`src/rtl/serial_subtractor.sv`:
```
// rtl/serial_subtractor.sv - bit-serial LSB-first subtractor Diff = A - B with Start/Busy/Done handshake
// Optional signed-overflow output Ovf enabled by SERIAL_SUBTRACTOR_OVF_EN.
module serial_subtractor #(
    parameter int WIDTH = 8
) (
    input  logic             Clk,
    input  logic             Rst_n,
    input  logic             Start,
    input  logic [WIDTH-1:0] A,
    input  logic [WIDTH-1:0] B,
    output logic [WIDTH-1:0] Diff,
    output logic             Bout,
    output logic             Busy,
    output logic             Done
`ifdef SERIAL_SUBTRACTOR_OVF_EN
    ,
    output logic             Ovf
`endif
);

    localparam int CNT_W = $clog2(WIDTH);

    typedef enum logic [1:0] {
        IDLE  = 2'd0,
        SHIFT = 2'd1,
        DONE  = 2'd2
    } state_t;

    state_t             state_q;
    logic [WIDTH-1:0]   a_sr_q;
    logic [WIDTH-1:0]   b_sr_q;
    logic [WIDTH-2:0]   res_q;
    logic               br_q;
    logic [CNT_W-1:0]   cnt_q;

    logic               bit_d;
    logic               br_d;
    logic [WIDTH-2:0]   res_d;
    logic               last_bit;

    // Single full-subtractor cell operating on the current LSBs.
    assign bit_d    = a_sr_q[0] ^ b_sr_q[0] ^ br_q;
    assign br_d     = (~a_sr_q[0] & b_sr_q[0]) | (~(a_sr_q[0] ^ b_sr_q[0]) & br_q);
    // Only WIDTH-1 bits are staged; the final bit goes straight into Diff.
    assign res_d    = (WIDTH-1)'({bit_d, res_q} >> 1);
    assign last_bit = (cnt_q == CNT_W'(WIDTH - 1));

`ifdef SERIAL_SUBTRACTOR_OVF_EN
    logic ovf_d;
    // On the final bit the LSBs of the shift registers are the original operand MSBs.
    assign ovf_d = (a_sr_q[0] ^ b_sr_q[0]) & (bit_d ^ a_sr_q[0]);
`endif

    always_ff @(posedge Clk) begin
        if (!Rst_n) begin
            state_q <= IDLE;
            a_sr_q  <= '0;
            b_sr_q  <= '0;
            res_q   <= '0;
            br_q    <= 1'b0;
            cnt_q   <= '0;
            Diff    <= '0;
            Bout    <= 1'b0;
            Busy    <= 1'b0;
            Done    <= 1'b0;
`ifdef SERIAL_SUBTRACTOR_OVF_EN
            Ovf     <= 1'b0;
`endif
        end else begin
            Done <= 1'b0;
            case (state_q)
                IDLE, DONE: begin
                    if (Start) begin
                        a_sr_q  <= A;
                        b_sr_q  <= B;
                        res_q   <= '0;
                        br_q    <= 1'b0;
                        cnt_q   <= '0;
                        Busy    <= 1'b1;
                        state_q <= SHIFT;
                    end else begin
                        state_q <= IDLE;
                    end
                end
                SHIFT: begin
                    a_sr_q <= a_sr_q >> 1;
                    b_sr_q <= b_sr_q >> 1;
                    br_q   <= br_d;
                    cnt_q  <= cnt_q + 1'b1;
                    if (last_bit) begin
                        Diff    <= {bit_d, res_q};
                        Bout    <= br_d;
                        Busy    <= 1'b0;
                        Done    <= 1'b1;
                        state_q <= DONE;
`ifdef SERIAL_SUBTRACTOR_OVF_EN
                        Ovf     <= ovf_d;
`endif
                    end else begin
                        res_q <= res_d;
                    end
                end
                default: begin
                    state_q <= IDLE;
                    Busy    <= 1'b0;
                end
            endcase
        end
    end

endmodule

```
`config.mk`:
```
export PLATFORM = sky130hd
export DESIGN_NAME = serial_subtractor
export DESIGN_NICKNAME = d
export VERILOG_FILES = /design/src/rtl/serial_subtractor.sv
export SDC_FILE = /design/constraint.sdc
export NUM_CORES = 1
export LEC_CHECK = 0
export ABC_CLOCK_PERIOD_IN_PS = 2000
export CAP_MARGIN = 20
export CELL_PAD_IN_SITES_DETAIL_PLACEMENT = 1
export CELL_PAD_IN_SITES_GLOBAL_PLACEMENT = 2
export CORE_MARGIN = 10
export CORE_UTILIZATION = 29
export CTS_CLUSTER_SIZE = 14
export DETAILED_ROUTE_END_ITERATION = 12
export PLACE_DENSITY = 0.84
export SYNTH_ARGS = -nofsm -noshare
export SYNTH_HDL_FRONTEND = slang
export SYNTH_SLANG_ARGS = --single-unit
export TNS_END_PERCENT = 10
```
`constraint.sdc`:
```
create_clock -name Clk -period 2 [get_ports Clk]
set_clock_uncertainty 0.1 [all_clocks]
set_input_delay 0.4 -clock Clk [delete_from_list [all_inputs] [get_ports Clk]]
set_output_delay 0.4 -clock Clk [all_outputs]
set_load 0.01 [all_outputs]
```
==> qor.yml, run 1 <==
p_leak_uw: 0.000737
synth_top_area_share_pct: 50.4
postSynthCellCount: 195
clock_latency_ns: 0.29
synth-edff-count: 0
place_inst: 288
ctsHoldBuffers: 0
first_pass_iters: 4
drive_above_1_share_pct: 7.96
cts_root_buf: "clkbuf_8"
core_area_sq_um: 5200
critPathTopFamily: "simple AND/OR/NAND/NOR gates"
cts_num_sinks: 40
cp-start-kind: "flip-flop"
htreeDepth: 2
routed_wl_um: 4140
die_height_um: 94.1
yosysUniqueCellTypes: 24
netSwitchingPower_uw: 405
grt_util_all_layers_pct: 10.2
cts_buffers: 5
synth-seq-area-share_pct: 50.4
fmaxAchievable_mhz: 566
peakVddDrop_mv: 0.259
final-setup-viol-count: 0
syn_area_sq_um: 1590
worstPathMaxFanout: 9
post-cts-setup-buffers: 0
path_class: "flip-flop to flip-flop"
die_w_um: 94.1
ioPinCount: 30
antenna_found_initial: 0
layout.nets: 247
cts_tree: "yes"
synth_largest_area_cell: "dfxtp_1"
r2r-end: "res_q[3]"
fin_crit_ns: 1.77
grt_pass1_vias: 1537
power_frac_clock_pct: 40.5
crit_path_start: "cnt_q[0]"
p_seq_share_pct: 48.4
gr-total-overflow: 0
critPathCapture: "res_q[3]"
intPower_uw: 1370
sw_frac_of_total_pct: 22.9
clk_pin_slew_ns: 0.08
ys_async_sr_fraction_pct: 0
timing.final.crit_share_pct: 88.3
via_per_inst: 4.91
cts_buffer_depth: 2
antenna_left: 0
synth.most_common_cell: "nand2_1"
setup_tns_ns: 0
reg2reg_depth: 5
slew_viol_final: 0
reg2reg_slack_ns: 0.23
combPwrFrac_pct: 11.1
slew_headroom_pct: 67.9
synth_top_cells_by_area: "dfxtp_1 (50%), nand2_1 (11%), a21oi_1 (7.6%), nand3_1 (6.6%), a31oi_1 (5.5%)"
cp.required_ns: 2.09
synthesis.nets: 217
rsz0062_at_grt: "no"
fp.dieArea_sq_um: 8850
yosys_warnings: 0
synth_commonest_cells: "nand2_1 (48), dfxtp_1 (40), a21oi_1 (24)"
crit_top_cell: "ha_1"
io_buffers: 29
drc: 0
path_cells: "ha_1 -> ha_1 -> or3b_1 -> nand3_1 -> a21oi_1"
dp_hpwl_um: 2850
wl_per_cell_um: 14.0
crit_slowest_cell: "or3b_1"
cts_resized: 0
gp_congestion: 0.740
tightestPinTransition_ns: 0.482
status: "finished clean"
arrival_ns: 1.85
dr_total_vias: 1454
area_delta_synth_final_pct: 31.9
finalHoldViolCount: 0
seqCellArea_sq_um: 801
multi_input_area_sq_um: 708
ys_seq_elements: 40
grt_pass1_wl_um: 7270
reg2reg_from: "cnt_q[0]"
synth_top_flop_cell: "dfxtp_1"
cp_num_cells: 5
end_kind: "flip-flop"
max_cap_violations: 0
hold_class: "flip-flop to flip-flop"
grt_max_degree: 35
worst-path-buf-inv: 0
fillers: 634
syn_area_per_cell_sq_um: 8.16
drtIter0Drc: 40
power_density_nw_per_um2: 845
diodes: 0
rows: 26
critPathMaxStageDelay_ns: 0.53
fin_util_pct: 40.3
start_util_pct: 30.6
layout.cells.non_filler: 296
==> metal layers <==
| layer | global-route usage, % | share of wire, % |
|---|---|---|
| met1 | 11.9 | 47 |
| met2 | 16.2 | 46 |
| met4 | 4.94 | 2.1 |
| met3 | 3.36 | 5.0 |
| met5 | 0 | 0 |
==> cell type report <==
type | instances | area share (%)
inverter | 3 | 0.537
tap | 70 | 4.18
sequential | 40 | 38.2
clock buffer | 7 | 4.59
clock inverter | 1 | 1.43
timing repair buffer | 37 | 17.3
multi-input combinational | 138 | 33.8
==> worst min-delay path: cells and delay by family (launching register included) <==
family | cells | cell delay, ns
DFF | 1 | 0.31
and+or+nand+nor | 1 | 0.05
AOI/OAI and AO/OA | 1 | 0.05
==> worst min path at each step <==
stage               startpoint  endpoint  slack [ns]  depth (start not counted)
global placement       Diff[3]   Diff[3]        0.34                          2
global route           Diff[7]   Diff[7]        0.39                          2
finish                 Diff[7]   Diff[7]        0.35                          2
floorplan             res_q[0]   Diff[0]        0.34                          2
CTS                    Diff[7]   Diff[7]        0.36                          2
detailed placement     Diff[7]   Diff[7]        0.35                          2
==> layout by cell type, fill, tap and decap left out, drive strengths merged, types with 2 or more instances in the layout <==
cell,n
o21ai,14
clkdlybuf4s50,29
nand3,21
buf,8
nand2,48
dfxtp,40
ha,2
a31oi,14
clkbuf,7
inv,2
a21oi,24
nand2b,3
nor2,3
==> power groups by stage <==
stage          registers [uW]  clock network [uW]  logic (uW)
5_1_grt                   863                 777         225
6_report                  857                 718         197
2_1_floorplan             870                   0         121
3_3_place_gp              874                   0         197
3_5_place_dp              876                   0         200
4_1_cts                   857                 736         202
==> cells by family (layout without fill, tap and decap cells) <==
group | count (synthesis) | in the layout | synth area share (%)
fa+ha+maj | 3 | 3 | 2.83
buf+inv | 17 | 48 | 5.11
compound gates | 54 | 54 | 18.5
simple gates | 81 | 81 | 23.2
flops | 40 | 40 | 50.4
==> flip-flops by register name, summed over array words and instances, names as in the netlist <==
| signal | count |
|---|---|
| cnt_q | 3 |
| Busy | 1 |
| Bout | 1 |
| a_sr_q | 8 |
| Diff | 8 |
| res_q | 7 |
| br_q | 1 |
| state_q | 2 |
| b_sr_q | 8 |
| Done | 1 |
==> through the flow <==
step	hold WS, ns	power [uW]	worst slack [ns]	cell area, sq um
finish	0.355	1770	0.234	2100
global placement	0.345	1070	0.289	1970
CTS	0.360	1800	0.232	2100
global route	0.388	1870	0.134	2100
floorplan	0.344	991	0.437	1590
detailed placement	0.350	1080	0.239	1970
No activity file was read; power rests on OpenSTA's default activity.
==> inputs of run 2 (changes only) <==
--- a/config.mk
+++ b/config.mk
@@ -9,7 +9,6 @@
 export CAP_MARGIN = 20
 export CELL_PAD_IN_SITES_DETAIL_PLACEMENT = 1
 export CELL_PAD_IN_SITES_GLOBAL_PLACEMENT = 2
-export CORE_MARGIN = 10
 export CORE_UTILIZATION = 29
 export CTS_CLUSTER_SIZE = 14
 export DETAILED_ROUTE_END_ITERATION = 12
==> qor.yml, run 2 (synthesis results as in run 1) <==
cts_num_sinks: 40
reg2reg_depth: 5
setup_tns_ns: 0
first_pass_iters: 4
finalHoldViolCount: 0
max_cap_violations: 0
cts_buffers: 5
drc: 0
cts_resized: 0
arrival_ns: 1.83
power_frac_clock_pct: 41.0
via_per_inst: 4.77
cts_buffer_depth: 2
hold_path_depth: 2
dr_total_vias: 1417
slew_headroom_pct: 67.2
cts_tree: "yes"
htreeDepth: 2
grt_pass1_wl_um: 6690
wl_per_cell_um: 13.3
fmaxAchievable_mhz: 575
peakVddDrop_mv: 0.326
p_leak_uw: 0.000742
timing.final.crit_share_pct: 87.0
area_delta_synth_final_pct: 32.3
layout_common_cells: "nand2_1 (48), dfxtp_1 (40), clkdlybuf4s50_1 (29)"
combPwrFrac_pct: 11.2
layout.cells.non_filler: 297
drtIter0Drc: 38
cp.required_ns: 2.09
dp_hpwl_um: 2660
sw_frac_of_total_pct: 23.7
grt_util_all_layers_pct: 14.4
path_class: "flip-flop to flip-flop"
tightestPinTransition_ns: 0.492
netSwitchingPower_uw: 425
final.setup.worst_slack_ns: 0.260
die_w_um: 76.1
whs_ns: 0.353
cts_root_buf: "clkbuf_8"
reg_top3: "Diff x8, a_sr_q x8, b_sr_q x8"
grt_max_degree: 35
post-cts-setup-buffers: 0
fillers: 644
rows: 26
io_buffers: 29
preCtsSetupSlack_ns: 0.271
layout.nets: 248
clk_pin_slew_ns: 0.08
place_inst: 289
status: "finished clean"
core_area_sq_um: 5200
worstPathMaxFanout: 8
routed_wl_um: 3950
antenna_left: 0
intPower_uw: 1370
start_util_pct: 30.6
reg2reg_slack_ns: 0.26
ctsHoldBuffers: 0
gp_congestion: 0.676
antenna_found_initial: 0
final_common_cell: "nand2_1"
p_seq_share_pct: 47.7
fp.dieArea_sq_um: 5780
hold_class: "flip-flop to flip-flop"
grt_pass1_vias: 1417
clock_latency_ns: 0.30
die_height_um: 76.1
final-setup-viol-count: 0
rsz0062_at_grt: "no"
drive_above_1_share_pct: 8.37
diodes: 0
cp-start-kind: "flip-flop"
fin_crit_ns: 1.74
end_kind: "flip-flop"
power_density_nw_per_um2: 853
slew_viol_final: 0
gr-total-overflow: 0
ioPinCount: 30
## run 2: cell count changes in the layout (fill, tap and decap cells not counted)
cell	before	now
buf_4	7	8
## run 2: critical path: stages (launching register included)
cell	delay (ns)
dfxtp_1	0.33
ha_1	0.20
ha_1	0.26
or3b_1	0.52
nand3_1	0.14
a21oi_1	0.07
## run 2: per-layer routing
layer	wire length, um	up-vias	GRT usage (%)
li1	-	730	-
met1	2020	661	18.4
met2	1770	19	23.5
met3	78	7	2.16
met4	78	0	7.50
met5	0	-	0
## run 2: final timing paths
| check | from | end |
|---|---|---|
| max | cnt_q[0] | res_q[2] |
| min | Diff[2] | Diff[2] |
| max reg2reg | cnt_q[0] | res_q[2] |
| min reg2reg | Diff[2] | Diff[2] |
## run 2: layout make-up
type	instances	area [sq um]	area share, %
tap	70	87.6	4.16
inverter	3	11.3	0.535
clock inverter	1	30.0	1.43
sequential	40	801	38.0
multi-input combinational	138	708	33.7
clock buffer	7	96.3	4.58
timing repair buffer	38	370	17.6
## run 2: stage by stage
stage	cell area [sq um]	power [uW]	utilization, %
final	2100	1790	40.4
after CTS	2100	1810	40.4
after global routing	2100	1870	40.4
after detailed placement	1980	1080	38.0
after global placement	1980	1080	38.0
after floorplan	1590	991	-
## run 2: power by group through the flow
| stage | clock network [uW] | logic [uW] | registers, uW |
|---|---|---|---|
| final | 737 | 201 | 857 |
| after global routing | 786 | 224 | 862 |
| after CTS | 751 | 205 | 857 |
| after detailed placement | 0 | 204 | 875 |
| after global placement | 0 | 202 | 874 |
| after floorplan | 0 | 121 | 870 |
==> inputs of run 3 (changes only) <==
--- a/config.mk
+++ b/config.mk
@@ -6,7 +6,7 @@
 export NUM_CORES = 1
 export LEC_CHECK = 0
 export ABC_CLOCK_PERIOD_IN_PS = 2000
-export CAP_MARGIN = 20
+export CAP_MARGIN = 40
 export CELL_PAD_IN_SITES_DETAIL_PLACEMENT = 1
 export CELL_PAD_IN_SITES_GLOBAL_PLACEMENT = 2
 export CORE_UTILIZATION = 29
==> results of run 3 <==
Same layout as run 2: the final DEF is identical, and so are final timing and power.
